`config.mk`:
```
export PLATFORM = sky130hd
export DESIGN_NAME = spi_denetleyici
export DESIGN_NICKNAME = d
export VERILOG_FILES = /design/src/rtl/spi_denetleyici_pkg.sv /design/src/rtl/spi_kuyruk.sv /design/src/rtl/spi_denetleyici.sv
export SDC_FILE = /design/constraint.sdc
export NUM_CORES = 1
export LEC_CHECK = 0
export CORE_ASPECT_RATIO = 0.75
export CORE_UTILIZATION = 61
export CTS_CLUSTER_SIZE = 25
export DETAILED_ROUTE_END_ITERATION = 12
export DONT_BUFFER_PORTS = 1
export HOLD_SLACK_MARGIN = 0.03
export PLACE_DENSITY_LB_ADDON = 0.3
export REMOVE_ABC_BUFFERS = 1
export SYNTH_ARGS = -nofsm -noshare
export SYNTH_HDL_FRONTEND = slang
export SYNTH_SLANG_ARGS = --single-unit
```
`constraint.sdc`:
```
create_clock -name clk_i -period 2.9 [get_ports clk_i]
set_input_delay 0.29 -clock clk_i [delete_from_list [all_inputs] [get_ports clk_i]]
set_output_delay 0.29 -clock clk_i [all_outputs]
set_load 0.05 [all_outputs]
```
`src/rtl/spi_denetleyici_pkg.sv`:
```
`default_nettype none
// ============================================================================
// Module      : spi_denetleyici_pkg
// Description : Shared constants, FSM encodings and TX queue entry layout.
// Revision    : 1.0
// ============================================================================
`ifndef SPI_TXN_SIZE
`define SPI_TXN_SIZE 8
`endif

package spi_denetleyici_pkg;

    localparam int c_W = `SPI_TXN_SIZE;

    localparam logic [1:0] c_ST_BOSTA   = 2'd0;
    localparam logic [1:0] c_ST_GONDER  = 2'd1;
    localparam logic [1:0] c_ST_BASLADI = 2'd2;
    localparam logic [1:0] c_ST_BEKLE   = 2'd3;

    localparam logic [1:0] c_DIR_OKU = 2'b01;

    typedef struct packed {
        logic [c_W-1:0] data;
        logic [1:0]     dir;
        logic           end_cs;
        logic           hint;
    } tx_kayit_t;

    localparam int c_TX_KAYIT_W = $bits(tx_kayit_t);

    // Only pure receive commands produce a word that needs an RX slot.
    function automatic logic rx_rezerve(input logic [1:0] dir);
        return dir == c_DIR_OKU;
    endfunction

endpackage

`default_nettype wire

```
`src/rtl/spi_kuyruk.sv`:
```
`default_nettype none
// ============================================================================
// Module      : spi_kuyruk
// Description : Parameterised synchronous FIFO with occupancy output.
// Revision    : 1.0
// ============================================================================
module spi_kuyruk #(
    parameter int GENISLIK = 8,
    parameter int DERINLIK = 8
) (
    input  logic                      clk_i,
    input  logic                      rst_i,
    input  logic                      push_i,
    input  logic [GENISLIK-1:0]       push_data_i,
    input  logic                      pop_i,
    output logic [GENISLIK-1:0]       pop_data_o,
    output logic                      full_o,
    output logic                      empty_o,
    output logic [$clog2(DERINLIK):0] doluluk_o
);

    localparam int c_PW = $clog2(DERINLIK);
    localparam logic [c_PW-1:0] c_PTR_BIR = 1;
    localparam logic [c_PW:0]   c_SAY_BIR = 1;
    localparam logic [c_PW:0]   c_DOLU    = DERINLIK[c_PW:0];

    logic [GENISLIK-1:0] r_mem [DERINLIK];
    logic [c_PW-1:0]     r_wr_ptr;
    logic [c_PW-1:0]     r_rd_ptr;
    logic [c_PW:0]       r_count;
    logic                w_push;
    logic                w_pop;

    assign empty_o    = (r_count == '0);
    assign full_o     = (r_count == c_DOLU);
    assign doluluk_o  = r_count;
    assign pop_data_o = r_mem[r_rd_ptr];

    // A push into a full queue is only legal when the head leaves in the same cycle.
    assign w_pop  = pop_i & ~empty_o;
    assign w_push = push_i & (~full_o | w_pop);

    always_ff @(posedge clk_i) begin
        if (rst_i) begin
            r_wr_ptr <= '0;
            r_rd_ptr <= '0;
            r_count  <= '0;
        end else begin
            if (w_push) begin
                r_wr_ptr <= r_wr_ptr + c_PTR_BIR;
            end
            if (w_pop) begin
                r_rd_ptr <= r_rd_ptr + c_PTR_BIR;
            end
            if (w_push && !w_pop) begin
                r_count <= r_count + c_SAY_BIR;
            end else if (w_pop && !w_push) begin
                r_count <= r_count - c_SAY_BIR;
            end
        end
    end

    always_ff @(posedge clk_i) begin
        if (w_push) begin
            r_mem[r_wr_ptr] <= push_data_i;
        end
    end

endmodule

`default_nettype wire

```
`src/rtl/spi_denetleyici.sv`:
```
`default_nettype none
// ============================================================================
// Module      : spi_denetleyici
// Description : Host-to-SPI command sequencer with TX command and RX data queues.
// Revision    : 1.0
// ============================================================================
module spi_denetleyici
    import spi_denetleyici_pkg::*;
#(
    parameter int KUYRUK_DERINLIK = 8
) (
    input  logic                             clk_i,
    input  logic                             rst_i,
    input  logic                             cfg_cpol_i,
    input  logic                             cfg_cpha_i,
    input  logic                             cfg_msb_first_i,
    input  logic [15:0]                      cfg_sck_div_i,
    input  logic                             host_cmd_valid_i,
    output logic                             host_cmd_ready_o,
    input  logic [c_W-1:0]                   host_cmd_data_i,
    input  logic [1:0]                       host_cmd_dir_i,
    input  logic                             host_cmd_end_cs_i,
    input  logic                             host_cmd_hint_i,
    output logic [c_W-1:0]                   rx_data_o,
    output logic                             rx_valid_o,
    input  logic                             rx_ready_i,
    output logic [c_W-1:0]                   spi_cmd_data_o,
    output logic [1:0]                       spi_cmd_dir_o,
    output logic                             spi_cmd_end_cs_o,
    output logic                             spi_cmd_hint_o,
    output logic                             spi_cmd_valid_o,
    output logic                             spi_cmd_cpol_o,
    output logic                             spi_cmd_cpha_o,
    output logic                             spi_cmd_msb_first_o,
    output logic [15:0]                      spi_cmd_sck_div_o,
    input  logic                             spi_cmd_ready_i,
    input  logic [c_W-1:0]                   spi_recv_data_i,
    input  logic                             spi_recv_valid_i,
    output logic [$clog2(KUYRUK_DERINLIK):0] tx_doluluk_o,
    output logic [$clog2(KUYRUK_DERINLIK):0] rx_doluluk_o,
    output logic                             busy_o
);

    localparam int c_DW = $clog2(KUYRUK_DERINLIK) + 1;
    localparam logic [c_DW-1:0] c_DERINLIK = KUYRUK_DERINLIK[c_DW-1:0];

    logic [1:0]              r_durum;
    logic                    r_cmd_valid;
    logic [c_W-1:0]          r_cmd_data;
    logic [1:0]              r_cmd_dir;
    logic                    r_cmd_end_cs;
    logic                    r_cmd_hint;
    logic                    r_okuma;

    tx_kayit_t               w_tx_yaz;
    tx_kayit_t               w_tx_bas;
    logic [c_TX_KAYIT_W-1:0] w_tx_bas_bits;
    logic                    w_tx_push;
    logic                    w_tx_pop;
    logic                    w_tx_dolu;
    logic                    w_tx_bos;
    logic                    w_rx_push;
    logic                    w_rx_pop;
    logic                    w_rx_dolu;
    logic                    w_rx_bos;
    logic [c_DW-1:0]         w_rx_toplam;
    logic                    w_rx_yer;
    logic                    w_basla;

    assign w_tx_yaz.data   = host_cmd_data_i;
    assign w_tx_yaz.dir    = host_cmd_dir_i;
    assign w_tx_yaz.end_cs = host_cmd_end_cs_i;
    assign w_tx_yaz.hint   = host_cmd_hint_i;
    assign w_tx_bas        = w_tx_bas_bits;

    assign host_cmd_ready_o = ~w_tx_dolu;
    assign w_tx_push        = host_cmd_valid_i & host_cmd_ready_o;
    assign w_tx_pop         = r_cmd_valid & spi_cmd_ready_i;

    spi_kuyruk #(
        .GENISLIK (c_TX_KAYIT_W),
        .DERINLIK (KUYRUK_DERINLIK)
    ) u_tx_kuyruk (
        .clk_i       (clk_i),
        .rst_i       (rst_i),
        .push_i      (w_tx_push),
        .push_data_i (w_tx_yaz),
        .pop_i       (w_tx_pop),
        .pop_data_o  (w_tx_bas_bits),
        .full_o      (w_tx_dolu),
        .empty_o     (w_tx_bos),
        .doluluk_o   (tx_doluluk_o)
    );

    // Received words are only accepted while a read is actually in flight.
    assign w_rx_push  = (r_durum == c_ST_BEKLE) & r_okuma & spi_recv_valid_i;
    assign rx_valid_o = ~w_rx_bos;
    assign w_rx_pop   = rx_valid_o & rx_ready_i;

    spi_kuyruk #(
        .GENISLIK (c_W),
        .DERINLIK (KUYRUK_DERINLIK)
    ) u_rx_kuyruk (
        .clk_i       (clk_i),
        .rst_i       (rst_i),
        .push_i      (w_rx_push),
        .push_data_i (spi_recv_data_i),
        .pop_i       (w_rx_pop),
        .pop_data_o  (rx_data_o),
        .full_o      (w_rx_dolu),
        .empty_o     (w_rx_bos),
        .doluluk_o   (rx_doluluk_o)
    );

    assign w_rx_toplam = rx_doluluk_o + {{(c_DW-1){1'b0}}, r_okuma};
    assign w_rx_yer    = ~w_rx_dolu & (w_rx_toplam < c_DERINLIK);
    assign w_basla     = ~w_tx_bos & (~rx_rezerve(w_tx_bas.dir) | w_rx_yer);

    always_ff @(posedge clk_i) begin
        if (rst_i) begin
            r_durum      <= c_ST_BOSTA;
            r_cmd_valid  <= 1'b0;
            r_cmd_data   <= '0;
            r_cmd_dir    <= '0;
            r_cmd_end_cs <= 1'b0;
            r_cmd_hint   <= 1'b0;
            r_okuma      <= 1'b0;
        end else begin
            case (r_durum)
                c_ST_BOSTA: begin
                    if (w_basla) begin
                        r_cmd_valid  <= 1'b1;
                        r_cmd_data   <= w_tx_bas.data;
                        r_cmd_dir    <= w_tx_bas.dir;
                        r_cmd_end_cs <= w_tx_bas.end_cs;
                        r_cmd_hint   <= w_tx_bas.hint;
                        r_okuma      <= rx_rezerve(w_tx_bas.dir);
                        r_durum      <= c_ST_GONDER;
                    end
                end
                c_ST_GONDER: begin
                    if (spi_cmd_ready_i) begin
                        r_cmd_valid <= 1'b0;
                        r_durum     <= c_ST_BASLADI;
                    end
                end
                // The SPI unit may still show the pre-accept ready here, so skip a cycle.
                c_ST_BASLADI: begin
                    r_durum <= c_ST_BEKLE;
                end
                c_ST_BEKLE: begin
                    if (r_okuma) begin
                        if (spi_recv_valid_i) begin
                            r_okuma <= 1'b0;
                            r_durum <= c_ST_BOSTA;
                        end
                    end else if (spi_cmd_ready_i) begin
                        r_durum <= c_ST_BOSTA;
                    end
                end
                default: begin
                    r_durum <= c_ST_BOSTA;
                end
            endcase
        end
    end

    assign spi_cmd_valid_o     = r_cmd_valid;
    assign spi_cmd_data_o      = r_cmd_data;
    assign spi_cmd_dir_o       = r_cmd_dir;
    assign spi_cmd_end_cs_o    = r_cmd_end_cs;
    assign spi_cmd_hint_o      = r_cmd_hint;
    assign spi_cmd_cpol_o      = cfg_cpol_i;
    assign spi_cmd_cpha_o      = cfg_cpha_i;
    assign spi_cmd_msb_first_o = cfg_msb_first_i;
    assign spi_cmd_sck_div_o   = cfg_sck_div_i;

    assign busy_o = ~w_tx_bos | (r_durum != c_ST_BOSTA);

endmodule

`default_nettype wire
```
* Yosys cells after proc, flatten, opt, wreduce, memory -nomap -nowiden
Memory sizes are Yosys's and may differ from the RTL's. A register that Yosys moved wholly into a read port is not among the register bits.
Cells that the tools add are included.
** Word-level totals
- Memories kept :: 2
- Output and inout port bits :: 51
- Register bits :: 36
- RAM bits :: 160
** Memories
- u_tx_kuyruk.r_mem :: words 8, bits a word 12, rd ports 1, clocked after Yosys merged registers in 1, wr ports 1, RTL line spi_kuyruk.sv:27 : logic [GENISLIK-1:0] r_mem [DERINLIK];
- u_rx_kuyruk.r_mem :: words 8, bits a word 8, rd ports 1, clocked after Yosys merged registers in 1, wr ports 1, RTL line spi_kuyruk.sv:27
** Cells by class
- Mux-type cells :: 25
- Magnitude comparators :: 1
- Equality and inequality tests :: 10
- Bitwise logic cells :: 20
- $add $sub $neg :: 9
- Reductions and logical operators :: 20
** Operator list (number)
- 4-bit two-way mux :: 4
- 3-bit by 1-bit adder with 3-bit output (second input constant) :: 4
- 3-bit two-way mux :: 4
- 1-bit bitwise AND :: 11
- 2-bit two-way mux :: 5
- 2-bit nonzero test :: 5
- 1-bit two-way mux :: 9
- 4-bit by 1-bit adder with 4-bit output (second input constant) :: 2
- 4-bit equality test (second input constant) :: 2
- 4-bit logical NOT :: 2
- 2-bit case mux with 4 select lines :: 1
- 4-bit by 1-bit subtractor with 4-bit output (second input constant) :: 2
- 3-bit inequality test (second input constant) :: 2
- 1-bit inverter :: 5
- 4-bit by 1-bit adder with 4-bit output :: 1
- 2-bit by 1-bit equality test with 1-bit output (second input constant) :: 2
- 2-bit equality test (second input constant) :: 2
- 1-bit logical AND :: 4
- 1-bit logical NOT :: 4
- 4-bit less-than comparator (second input constant) :: 1
- 2-bit inequality test (second input constant) :: 2
- 1-bit OR :: 4
- 1-bit case mux with 2 select lines :: 2
- 2-bit AND reduction :: 2
- other kinds (3) :: 3

* Depth between registers and ports, before layout
Gate-level depths: netlist of the first run.
- Word-level depth :: 10
- Mapped depth :: 12

* Cells and area by module
Synthesis of the first run repeated with hierarchy kept, for this count alone.
** Unflattened totals
- Cell total of the unflattened synthesis :: 504
- Area, all modules :: 8393.0 um2
** By module, submodules not included
- spi_kuyruk at u_tx_kuyruk :: cells an instance 212, instances 1, area each 4266.6 um2
- spi_kuyruk at u_rx_kuyruk :: cells an instance 166, instances 1, area each 3064.2 um2
- spi_denetleyici :: cells an instance 126, instances 1, area each 1062.3 um2

* Worst setup path before layout of the first run
OpenSTA, ideal clock, no wires.
- Path kind :: register -> register
- Start :: register u_rx_kuyruk.r_count[0] (netlist: u_rx_kuyruk.doluluk_o[0])
- End :: register u_rx_kuyruk.r_count[3] (netlist: u_rx_kuyruk.doluluk_o[3])
- Required time :: 2827 ps
- Cell stages (with the launch flop) :: 12
- Arrival :: 2904 ps
- Period minus slack after synthesis :: 2977 ps
- Setup slack :: -77 ps
- Path buffers :: 0
- Path through :: dfxtp_1 nor3_1 nand2b_1 nand2_1 ha_1 inv_1 ha_1 a21o_1 a21oi_1 xnor2_1 or3_1 a21oi_1
** On the way
- Longest elaborated chain between the ends :: 9
** Ends and longest elaborated chain
- start, declared :: RTL line spi_kuyruk.sv:30 : logic [c_PW:0] r_count;
- start signal, assigned :: RTL line spi_kuyruk.sv:56 : r_count <= r_count + c_SAY_BIR;
- start signal, assigned :: RTL line spi_kuyruk.sv:58 : r_count <= r_count - c_SAY_BIR;
- 4-bit logical NOT (*) :: RTL line spi_kuyruk.sv:34 : assign empty_o = (r_count == '0);
- 1-bit inverter (*) :: RTL line spi_denetleyici.sv:97 : assign rx_valid_o = ~w_rx_bos;
- named net rx_valid_o :: RTL line spi_denetleyici.sv:25 : output logic rx_valid_o,
- 1-bit bitwise AND :: RTL line spi_denetleyici.sv:98 : assign w_rx_pop = rx_valid_o & rx_ready_i;
- 1-bit bitwise AND (*) :: RTL line spi_kuyruk.sv:40 : assign w_pop = pop_i & ~empty_o;
- 1-bit OR :: RTL line spi_kuyruk.sv:41 : assign w_push = push_i & (~full_o | w_pop);
- 1-bit bitwise AND :: RTL line spi_kuyruk.sv:41
- 1-bit logical NOT :: RTL line spi_kuyruk.sv:57 : end else if (w_pop && !w_push) begin
- 1-bit logical AND :: RTL line spi_kuyruk.sv:57
- 2-bit nonzero test (no line)
The timed path passes the listed nets; every way through them passes the cells marked *. The select of a mux whose other input is x is not followed.
A chain may end at the register's enable or synchronous reset.

* Worst setup path in the final report of the first run
- Start :: register u_tx_kuyruk.r_count[0] (netlist: u_tx_kuyruk.doluluk_o[0])
- End :: register u_tx_kuyruk.r_count[3] (netlist: u_tx_kuyruk.doluluk_o[3])
** On the way
- Longest elaborated chain between the ends :: 8
** Ends and longest elaborated chain (RTL line)
- start, declared :: spi_kuyruk.sv:30
- start signal, assigned :: spi_kuyruk.sv:56
- start signal, assigned :: spi_kuyruk.sv:58
- 4-bit logical NOT :: spi_kuyruk.sv:34
- 1-bit inverter :: spi_kuyruk.sv:40
- 1-bit bitwise AND :: spi_kuyruk.sv:40
- 1-bit OR :: spi_kuyruk.sv:41
- 1-bit bitwise AND :: spi_kuyruk.sv:41
- 1-bit logical NOT :: spi_kuyruk.sv:57
- 1-bit logical AND :: spi_kuyruk.sv:57
- 2-bit nonzero test (no line)
Parallel ways exist; a longest one is shown, timed or not. The select of a mux whose other input is x is not followed.

==> qor.yml, run 1 <==
pwr:
  power_w: 0.00801
  leakagePower_nw: 3.06
  p_switching_w: 0.00258
  seq_power_share_pct: 45.9
  power_density_nw_per_um2: 872
  p_comb_share_pct: 25.4
  peakVddDrop_uv: 665
  p_int_w: 0.00543
  p_clk_share_pct: 28.7
  p_sw_share_pct: 32.2
logic_synthesis:
  synth.distinct_cells: 43
  yosysSeqAreaShare_pct: 69.4
  yosys_warnings: 0
  ys.flop_type: "edfxtp_1"
  synth_area_per_cell_um2: 17.3
  synth_edf_count: 160
  async_flop_share_pct: 0
  syn_inst: 469
  syn_area_um2: 8140
  yosys_register_bits: 202
setup_path:
  crit_type: "reg -> reg"
  path_max_fanout: 4
  crit_path_end_kind: "flip-flop"
  crit_arrival_ns: 3.11
  start_kind: "flip-flop"
  required_ns: 3.31
global_route:
  track_usage_pct: 23.3
  grt_pass1_wl_um: 23500
  grt_pass1_vias: 4238
  grt_max_degree: 37
  overflow: 0
  antenna_found_initial: 0
detailed_routing:
  drc: 0
  final_antenna_net_count: 0
  initialDrtViolationCount: 311
  vias_per_cell: 5.98
  via_count: 4145
  drt-pass1-iter-count: 5
  routed_wirelength_um: 15400
  wl_per_cell_um: 22.3
sta:
  slew_headroom_pct: 50.3
  hold_viol: 0
  fin_crit_sh_pct: 92.9
  fmax_ghz: 0.371
  worstMarginPinSlew_ns: 0.744
  finClkSkew_ns: 0.00892
  slew_violations: 0
  rsz0062_at_grt: "false"
  period_minus_slack_ns: 2.69
  setup-tns-final_ns: 0
  setup-violations-final: 0
cts:
  clock_latency_ns: 0.49
  holdBufCountCts: 22
  cts-resized-gates: 0
  cts.clk_slew.worst_paths_ns: 0.06
  post-cts-setup-buffers: 0
  cts-buffers-inserted: 19
  htreeDepth: 1
  root_buffer: "clkbuf_16"
  cts_tree: "built"
  cts.sinks: 202
  cts_buffer_depth: 3
placement:
  gp_congestion: 0.850
  dp_hpwl_um: 9680
  portBuffers: 0
outcome:
  status: "finished clean"
floorplan:
  die_w_um: 135
  die_area_um2: 13800
  initial_core_util_pct: 62.5
  io_pins: 96
  rows: 36
  core_um2: 13000
  dieHeight_um: 102
finish:
  area_delta_synth_final_pct: 12.9
  diodes: 0
  layout-drive-gt1-share_pct: 23.8
  final_nets: 570
hold_path:
  hold_path_class: "in -> reg"
run:
  maxCapViolCount: 0
[kinds of logic after synthesis]
family | share of synthesized area, %
muxes | 14.6
DFF | 69.4
AOI/OAI and AO/OA | 3.58
buffers and inverters | 3.37
adders and majority gates | 2.64
xor gates and xnor gates | 1.51
and+or+nand+nor | 4.89
[placed cells by master, fill, tap and decap left out, types with 2 or more instances in the layout]
cell | synthesis | final
nor3_2 | 1 | 3
nor3b_1 | 4 | 4
mux2_2 | 9 | 9
a21oi_1 | 11 | 11
a211oi_2 | 6 | 6
dfxtp_1 | 42 | 42
xnor2_1 | 7 | 7
nand3_1 | 5 | 5
clkbuf_16 | 0 | 19
xor2_1 | 7 | 7
clkbuf_1 | 11 | 4
a21o_1 | 2 | 2
inv_1 | 9 | 9
fa_1 | 2 | 2
mux2i_1 | 15 | 15
o21ai_0 | 4 | 4
clkinv_2 | 0 | 2
mux4_2 | 40 | 40
nor2_1 | 43 | 43
or3_1 | 2 | 2
a211oi_1 | 5 | 5
nand2_1 | 12 | 12
dlygate4sd3_1 | 0 | 21
ha_1 | 14 | 14
buf_4 | 20 | 36
nand4_1 | 2 | 2
nor3_1 | 7 | 5
clkinv_1 | 0 | 6
a31oi_1 | 2 | 2
nand2b_1 | 6 | 6
edfxtp_1 | 160 | 160
[final cells by class]
type	instances	area [um^2]
Tap cell	171	214
Inverter	9	33.8
Clock inverter	11	78.8
Fill cell	809	3830
Timing Repair Buffer	58	500
Multi-Input combinational cell	219	2230
Clock buffer	23	490
Sequential cell	202	5650
[critical path, stage by stage, from the launching register on]
cell and delay [ns]:
dfxtp_1 0.31, or4_1 0.53, and3_1 0.26, inv_1 0.08, ha_1 0.17, inv_1 0.09
ha_1 0.28, a21o_1 0.17, a21oi_1 0.18, xnor2_1 0.10, or3_1 0.31, a21oi_1 0.15
[power groups by stage]
stage | Combinational [W] | Clock [W] | Sequential (W)
finish | 0.00203 | 0.00230 | 0.00368
global route | 0.00221 | 0.00244 | 0.00370
CTS | 0.00205 | 0.00233 | 0.00368
detailed placement | 0.00197 | 0 | 0.00374
global placement | 0.00191 | 0 | 0.00373
floorplan | 0.00129 | 0 | 0.00394
[routing by layer]
layer / vias to the layer above / part of all wire (%) / GRT usage (%) / wire [um]
met1: 2094 / 45 / 34.2 / 6890
met4: 0 / 1.5 / 5.88 / 233
met2: 151 / 46 / 35.9 / 7110
li1: 1878 / - / - / -
met3: 22 / 7.9 / 5.51 / 1220
met5: - / 0 / 0 / 0
[state kept, by name, indices dropped and copies added (netlist names), named ones only]
signal / flops
r_durum: 2
r_okuma: 1
spi_cmd_data_o: 8
spi_cmd_dir_o: 2
spi_cmd_end_cs_o: 1
spi_cmd_hint_o: 1
spi_cmd_valid_o: 1
u_rx_kuyruk.doluluk_o: 4
u_rx_kuyruk.r_mem: 64
u_rx_kuyruk.r_rd_ptr: 3
u_rx_kuyruk.r_wr_ptr: 3
u_tx_kuyruk.doluluk_o: 4
u_tx_kuyruk.r_mem: 96
u_tx_kuyruk.r_rd_ptr: 3
u_tx_kuyruk.r_wr_ptr: 3
[Yosys cell counts (all sizes together) (2+ instances only)]
cell    count  area share [%]
nand3       5            0.31
edfxtp    160              59
fa          2            0.49
or3         2            0.15
mux2i      16             2.1
nor3        8            0.55
nor3b       4            0.37
mux2       10             1.4
mux4       40              11
dfxtp      42              10
a21oi      11            0.68
buf        28             2.4
a211oi     11             1.4
nand2      12            0.55
clkbuf     11            0.51
inv         9            0.42
nand4       2            0.15
xnor2       7            0.75
a21o        2            0.18
a31oi       3            0.42
nand2b      6            0.46
nor2       43             2.0
o21ai       4            0.25
ha         14             2.2
xor2        7            0.75
[final timing paths]
check | to | slack [ns] | depth (start not counted) | start
max | u_tx_kuyruk.doluluk_o[3] | 0.21 | 11 | u_tx_kuyruk.doluluk_o[0]
min | spi_cmd_valid_o | 0.07 | 2 | rst_i
max reg2reg | u_tx_kuyruk.doluluk_o[3] | 0.21 | 11 | u_tx_kuyruk.doluluk_o[0]
min reg2reg | u_rx_kuyruk.r_rd_ptr[1] | 0.49 | 2 | u_rx_kuyruk.r_rd_ptr[1]
[per-stage QoR]
stage | utilization (%) | setup WS (ns) | cell area (um^2) | hold WS, ns | cells
after floorplan | - | -0.0735 | 7900 | 0.355 | 430
after global placement | 64.5 | 0.278 | 8390 | 0.358 | 637
after detailed placement | 64.5 | 0.222 | 8390 | 0.362 | 637
after CTS | 70.6 | 0.197 | 9190 | 0.0363 | 693
after global routing | 70.6 | 0.117 | 9190 | 0.0745 | 693
final | 70.6 | 0.207 | 9190 | 0.0676 | 693
Note: power is estimated with default switching activity, not from simulation.
==> run 2, diff against run 1 <==
--- a/config.mk
+++ b/config.mk
@@ -10,6 +10,7 @@
 export CTS_CLUSTER_SIZE = 25
 export DETAILED_ROUTE_END_ITERATION = 12
 export DONT_BUFFER_PORTS = 1
+export GPL_ROUTABILITY_DRIVEN = 0
 export HOLD_SLACK_MARGIN = 0.03
 export PLACE_DENSITY_LB_ADDON = 0.3
 export REMOVE_ABC_BUFFERS = 1
==> constraint.sdc (replaced) <==
create_clock -name clk_i -period 2.7 [get_ports clk_i]
set_input_delay 0.27 -clock clk_i [delete_from_list [all_inputs] [get_ports clk_i]]
set_output_delay 0.27 -clock clk_i [all_outputs]
set_load 0.05 [all_outputs]
==> run 2 against run 1 <==
- global-route usage grew 0.58 points
- largest cell class unchanged
- clock skew shrank 0.0016 ns
- worst setup slack lost 0.13 ns
- critical path type unchanged
- count of clock-buffer cells in the layout shrank 2
- power grew 11%
- fmax grew 2.5%
- wire length grew 2.2%
- die area is the same
- worst hold slack gained 0.021 ns
- clock power grew 17%
- core utilization grew 1.0 points
==> qor.yml, run 2 (synthesis results as in run 1) <==
outcome:
  status: "finished clean"
finish:
  largest_reg_flops: 96
  diodes: 0
  final_nets: 574
  fill_cells: 796
  top_register: "u_tx_kuyruk.r_mem"
  finish.utilization_pct: 71.6
  area_delta_synth_final_pct: 14.5
  final_common_cell: "edfxtp_1"
  layout-drive-gt1-share_pct: 26.6
  layout_common_cells: "160 x edfxtp_1, 43 x nor2_1, 42 x dfxtp_1, 40 x mux4_2, 38 x buf_4"
placement:
  portBuffers: 0
  dp_slack_ns: 0.0538
  dp_hpwl_um: 9830
setup_path:
  rr_endpoint: "u_tx_kuyruk.doluluk_o[3]"
  r2r_slack_ns: 0.07
  reg2regPathDepth: 11
  crit_path_end_kind: "flip-flop"
  required_ns: 3.11
  start_kind: "flip-flop"
  crit_type: "reg -> reg"
  path_max_fanout: 3
  r2r_start: "u_tx_kuyruk.doluluk_o[0]"
  crit_arrival_ns: 3.04
pwr:
  leakagePower_nw: 3.11
  power_w: 0.00892
  peakVddDrop_uv: 822
  power_density_nw_per_um2: 957
sta:
  slew_violations: 0
  hold_slack_ns: 0.0883
  rsz0062_at_grt: "false"
  period_minus_slack_ns: 2.63
  setup-tns-final_ns: 0
  fmax_ghz: 0.381
  setup-violations-final: 0
  finClkSkew_ns: 0.00728
  hold_viol: 0
  fin_crit_sh_pct: 97.3
  slew_headroom_pct: 58.5
  worstMarginPinSlew_ns: 0.622
  fin_ws_ns: 0.0724
cts:
  cts-buffers-inserted: 19
  cts_tree: "built"
  cts_buffer_depth: 3
  clock_latency_ns: 0.48
  cts.clk_slew.worst_paths_ns: 0.06
  root_buffer: "clkbuf_16"
  htreeDepth: 1
  cts.sinks: 202
detailed_routing:
  final_antenna_net_count: 0
  initialDrtViolationCount: 317
  routed_wirelength_um: 15800
  via_count: 4225
  drt-pass1-iter-count: 5
  vias_per_cell: 6.06
  wl_per_cell_um: 22.6
  drc: 0
global_route:
  overflow: 0
  grt_max_degree: 37
  grt_pass1_wl_um: 24000
  grt_pass1_vias: 4276
  antenna_found_initial: 0
  track_usage_pct: 23.9
floorplan:
  core_um2: 13000
  die_w_um: 135
  dieHeight_um: 102
  rows: 36
  io_pins: 96
  die_area_um2: 13800
  initial_core_util_pct: 62.5
hold_path:
  hold_depth: 2
  hp-start: "rst_i"
  hold_end: "spi_cmd_data_o[4]"
  hold_path_class: "in -> reg"
run:
  maxCapViolCount: 0
## run 2: cell count changes in the layout (fill, tap and decap cells not counted), sizes merged
| cell | delta |
|---|---|
| clkbuf | -2 |
| clkinv | -1 |
| buf | +3 |
| clkinvlp | +1 |
| dlygate4sd3 | +1 |
| bufinv | +2 |
## run 2: timing repair
item,in CTS,in global routing
endpoints found under the hold margin,201,0
endpoints found under the setup margin,0,2
buffers inserted,0,0
hold buffers,23,0
resized for setup,0,6
## run 2: worst max path at each step
stage	from	endpoint	slack (ns)	depth (start not counted)
2_1_floorplan	u_rx_kuyruk.doluluk_o[0]	u_rx_kuyruk.doluluk_o[3]	-0.27	11
3_3_place_gp	u_tx_kuyruk.doluluk_o[0]	u_tx_kuyruk.doluluk_o[3]	0.18	11
3_5_place_dp	u_tx_kuyruk.doluluk_o[0]	u_tx_kuyruk.doluluk_o[3]	0.05	11
4_1_cts	u_tx_kuyruk.doluluk_o[0]	u_tx_kuyruk.doluluk_o[3]	0.04	11
5_1_grt	u_tx_kuyruk.doluluk_o[0]	u_tx_kuyruk.doluluk_o[3]	0.001	11
6_report	u_tx_kuyruk.doluluk_o[0]	u_tx_kuyruk.doluluk_o[3]	0.07	11
## run 2: power breakdown
part	internal [W]	switching [W]
clock	0.00159	0.00110
sequential	0.00360	0.000348
combinational	0.000905	0.00138
## run 2: layout make-up
| class | count | area, um^2 | area share, % |
|---|---|---|---|
| repair buffers | 62 | 546 | 5.85 |
| inverters | 9 | 33.8 | 0.362 |
| clock buffers | 21 | 483 | 5.18 |
| clock inverters | 13 | 148 | 1.58 |
| well taps | 171 | 214 | 2.30 |
| multi-input cells | 219 | 2250 | 24.2 |
| flip-flops and latches | 202 | 5650 | 60.6 |
## run 2: stage by stage
| stage | instance area (um^2) | std cells |
|---|---|---|
| global route | 9320 | 697 |
| global placement | 8430 | 640 |
| finish | 9320 | 697 |
| CTS | 9300 | 697 |
| detailed placement | 8430 | 640 |
| floorplan | 7900 | 430 |
## run 2: worst max-delay path, stage by stage, from the launching register on
cell	delay, ns
dfxtp_1	0.32
or4_4	0.54
and3_4	0.20
inv_1	0.05
ha_2	0.18
inv_1	0.08
ha_1	0.28
a21o_1	0.19
a21oi_2	0.15
xnor2_1	0.09
or3_1	0.32
a21oi_1	0.16
## run 2: per-layer routing
layer | vias up | share of wire [%] | global-route usage, %
met1 | 2147 | 44 | 34.8
met3 | 23 | 7.7 | 5.65
met5 | - | 0 | 0
met4 | 0 | 1.6 | 6.31
met2 | 171 | 47 | 36.9
li1 | 1884 | - | -
==> edit (settings of run 2) <==
Change the parameter `KUYRUK_DERINLIK` from 8 to 16.
--- a/src/rtl/spi_denetleyici.sv
+++ b/src/rtl/spi_denetleyici.sv
@@ -7,7 +7,7 @@
 module spi_denetleyici
     import spi_denetleyici_pkg::*;
 #(
-    parameter int KUYRUK_DERINLIK = 8
+    parameter int KUYRUK_DERINLIK = 16
 ) (
     input  logic                             clk_i,
     input  logic                             rst_i,
Interface: changed (resized rx_doluluk_o and tx_doluluk_o); port bits go from 96 to 98. The function was not compared with the original's and may differ.
==> edit against run 2 <==
Total power increased by 73%; non-clock buffer count increased by 34; largest power group unchanged; clock skew increased by 0.018 ns; critical endpoint is now rx_data_o[7]; sequential power increased by 78%; global-route usage increased by 1.4 points; synthesized area increased by 81%; sequential cell count increased by 168; wire length increased by 93%; first-iteration DRC count increased by 100%; setup slack improved by 0.025 ns; design area increased by 81%.
==> edit: results (changes against run 2) <==
stage;metric;value;unit;change
sta;Worst-Margin Slew;1.28;ns;was 0.622 ns
clock_tree;# resized after CTS;4;;was 0
clock_tree;H-tree levels;2;;was 1
placement;area post-placement;0.0154;mm2;was 0.00843 mm2
grt;first-pass GRT wire length;45800;um;was 24,000 um
critical_path;CP delay by family, top;multiplexers;;was simple AND/OR/NAND/NOR gates
final_layout;layout cells sized above 1;0.282;;was 0.266
critical_path;Worst path slowest cell;mux4_2;;was or4_4
clock_tree;clk_lat worst skew;0.53;ns;was 0.48 ns
placement;post-DP HPWL;19200;um;was 9830 um
final_layout;Seq/total area;0.630;;was 0.606
drt;routed len/inst;25.7;um;was 22.6 um
final_layout;clock network area share;0.0633;;was 0.0677
synth;top cells by count, synth;edfxtp_1 (320), mux4_2 (94), nor2_1 (71);;was edfxtp_1 (160), nor2_1 (43), dfxtp_1 (42)
synth;Post-Syn Area per Cell;18.8;um2;was 17.3 um2
power_and_ir_drop;Peak VDD IR;0.834;mV;was 0.822 mV
grt;GRT Resource Usage Total;0.254;;was 0.239
grt;largest net degree at the start of global routing;46;;was 37
final_layout;NonClk Buf Share;0.0498;;was 0.0585
placement;dpl cells;1095;;was 640
synth;Post-synth EDFFs;320;;was 160
grt;grt met3 use;0.0609;;was 0.0565
grt;GR met2 Demand/Resource;0.398;;was 0.369
final_layout;Clock Buffer Count;54;;was 21
final_layout;Signal buffers;96;;was 62
placement;Post-Place Worst Slack;-0.0915;ns;was 0.0538 ns
drt;drt via density;6.40;;was 6.06
run_status;status;finished, final reports clean;;unchanged
drt;WL final;30500;um;was 15,800 um
power_and_ir_drop;P_leak;0.00550;uW;was 0.00311 uW
synth;Yosys cell types;41;;was 43
critical_path;Critical R2R Launch;u_tx_kuyruk.doluluk_o[3];;was u_tx_kuyruk.doluluk_o[0]
clock_tree;Setup Buffers After CTS;1;;was 0
grt;GR Util met1;0.358;;was 0.348
worst_hold_path;Hold Crit Start;spi_cmd_ready_i;;was rst_i
final_layout;multi-input gate share of total cell area;0.231;;was 0.242
## edit: cell families after synthesis
group / after synthesis / share of synthesized area
DFF: 370 / 0.720
and+or+nand+nor: 132 / 0.0387
muxes: 124 / 0.165
buffers and inverters: 73 / 0.0254
AOI/OAI and AO/OA: 39 / 0.0177
adders and majority gates: 25 / 0.0222
xor gates and xnor gates: 19 / 0.0113
## edit: where the power goes
part	leakage (uW)	internal, uW	total (uW)	switching, uW
Sequential	0.00329	6520	7020	503
Clock	0.000515	2570	4580	2010
Combinational	0.00169	1710	3830	2120
Total	0.00550	10800	15400	4640
## edit: per-layer routing
metal  share of wire  routed length, um
met1            0.42              12800
met2            0.48              14500
met3           0.084               2560
met4           0.022                656
met5               0                  0
## edit: worst paths after layout
kind / to / slack (ns) / depth (start not counted)
worst max-delay path: rx_data_o[7] / 0.1 / 3
worst max register to register: u_tx_kuyruk.doluluk_o[4] / 0.1 / 13
worst min-delay path: spi_cmd_valid_o / 0.08 / 3
worst min register to register: flip-flop / 0.49 / 2
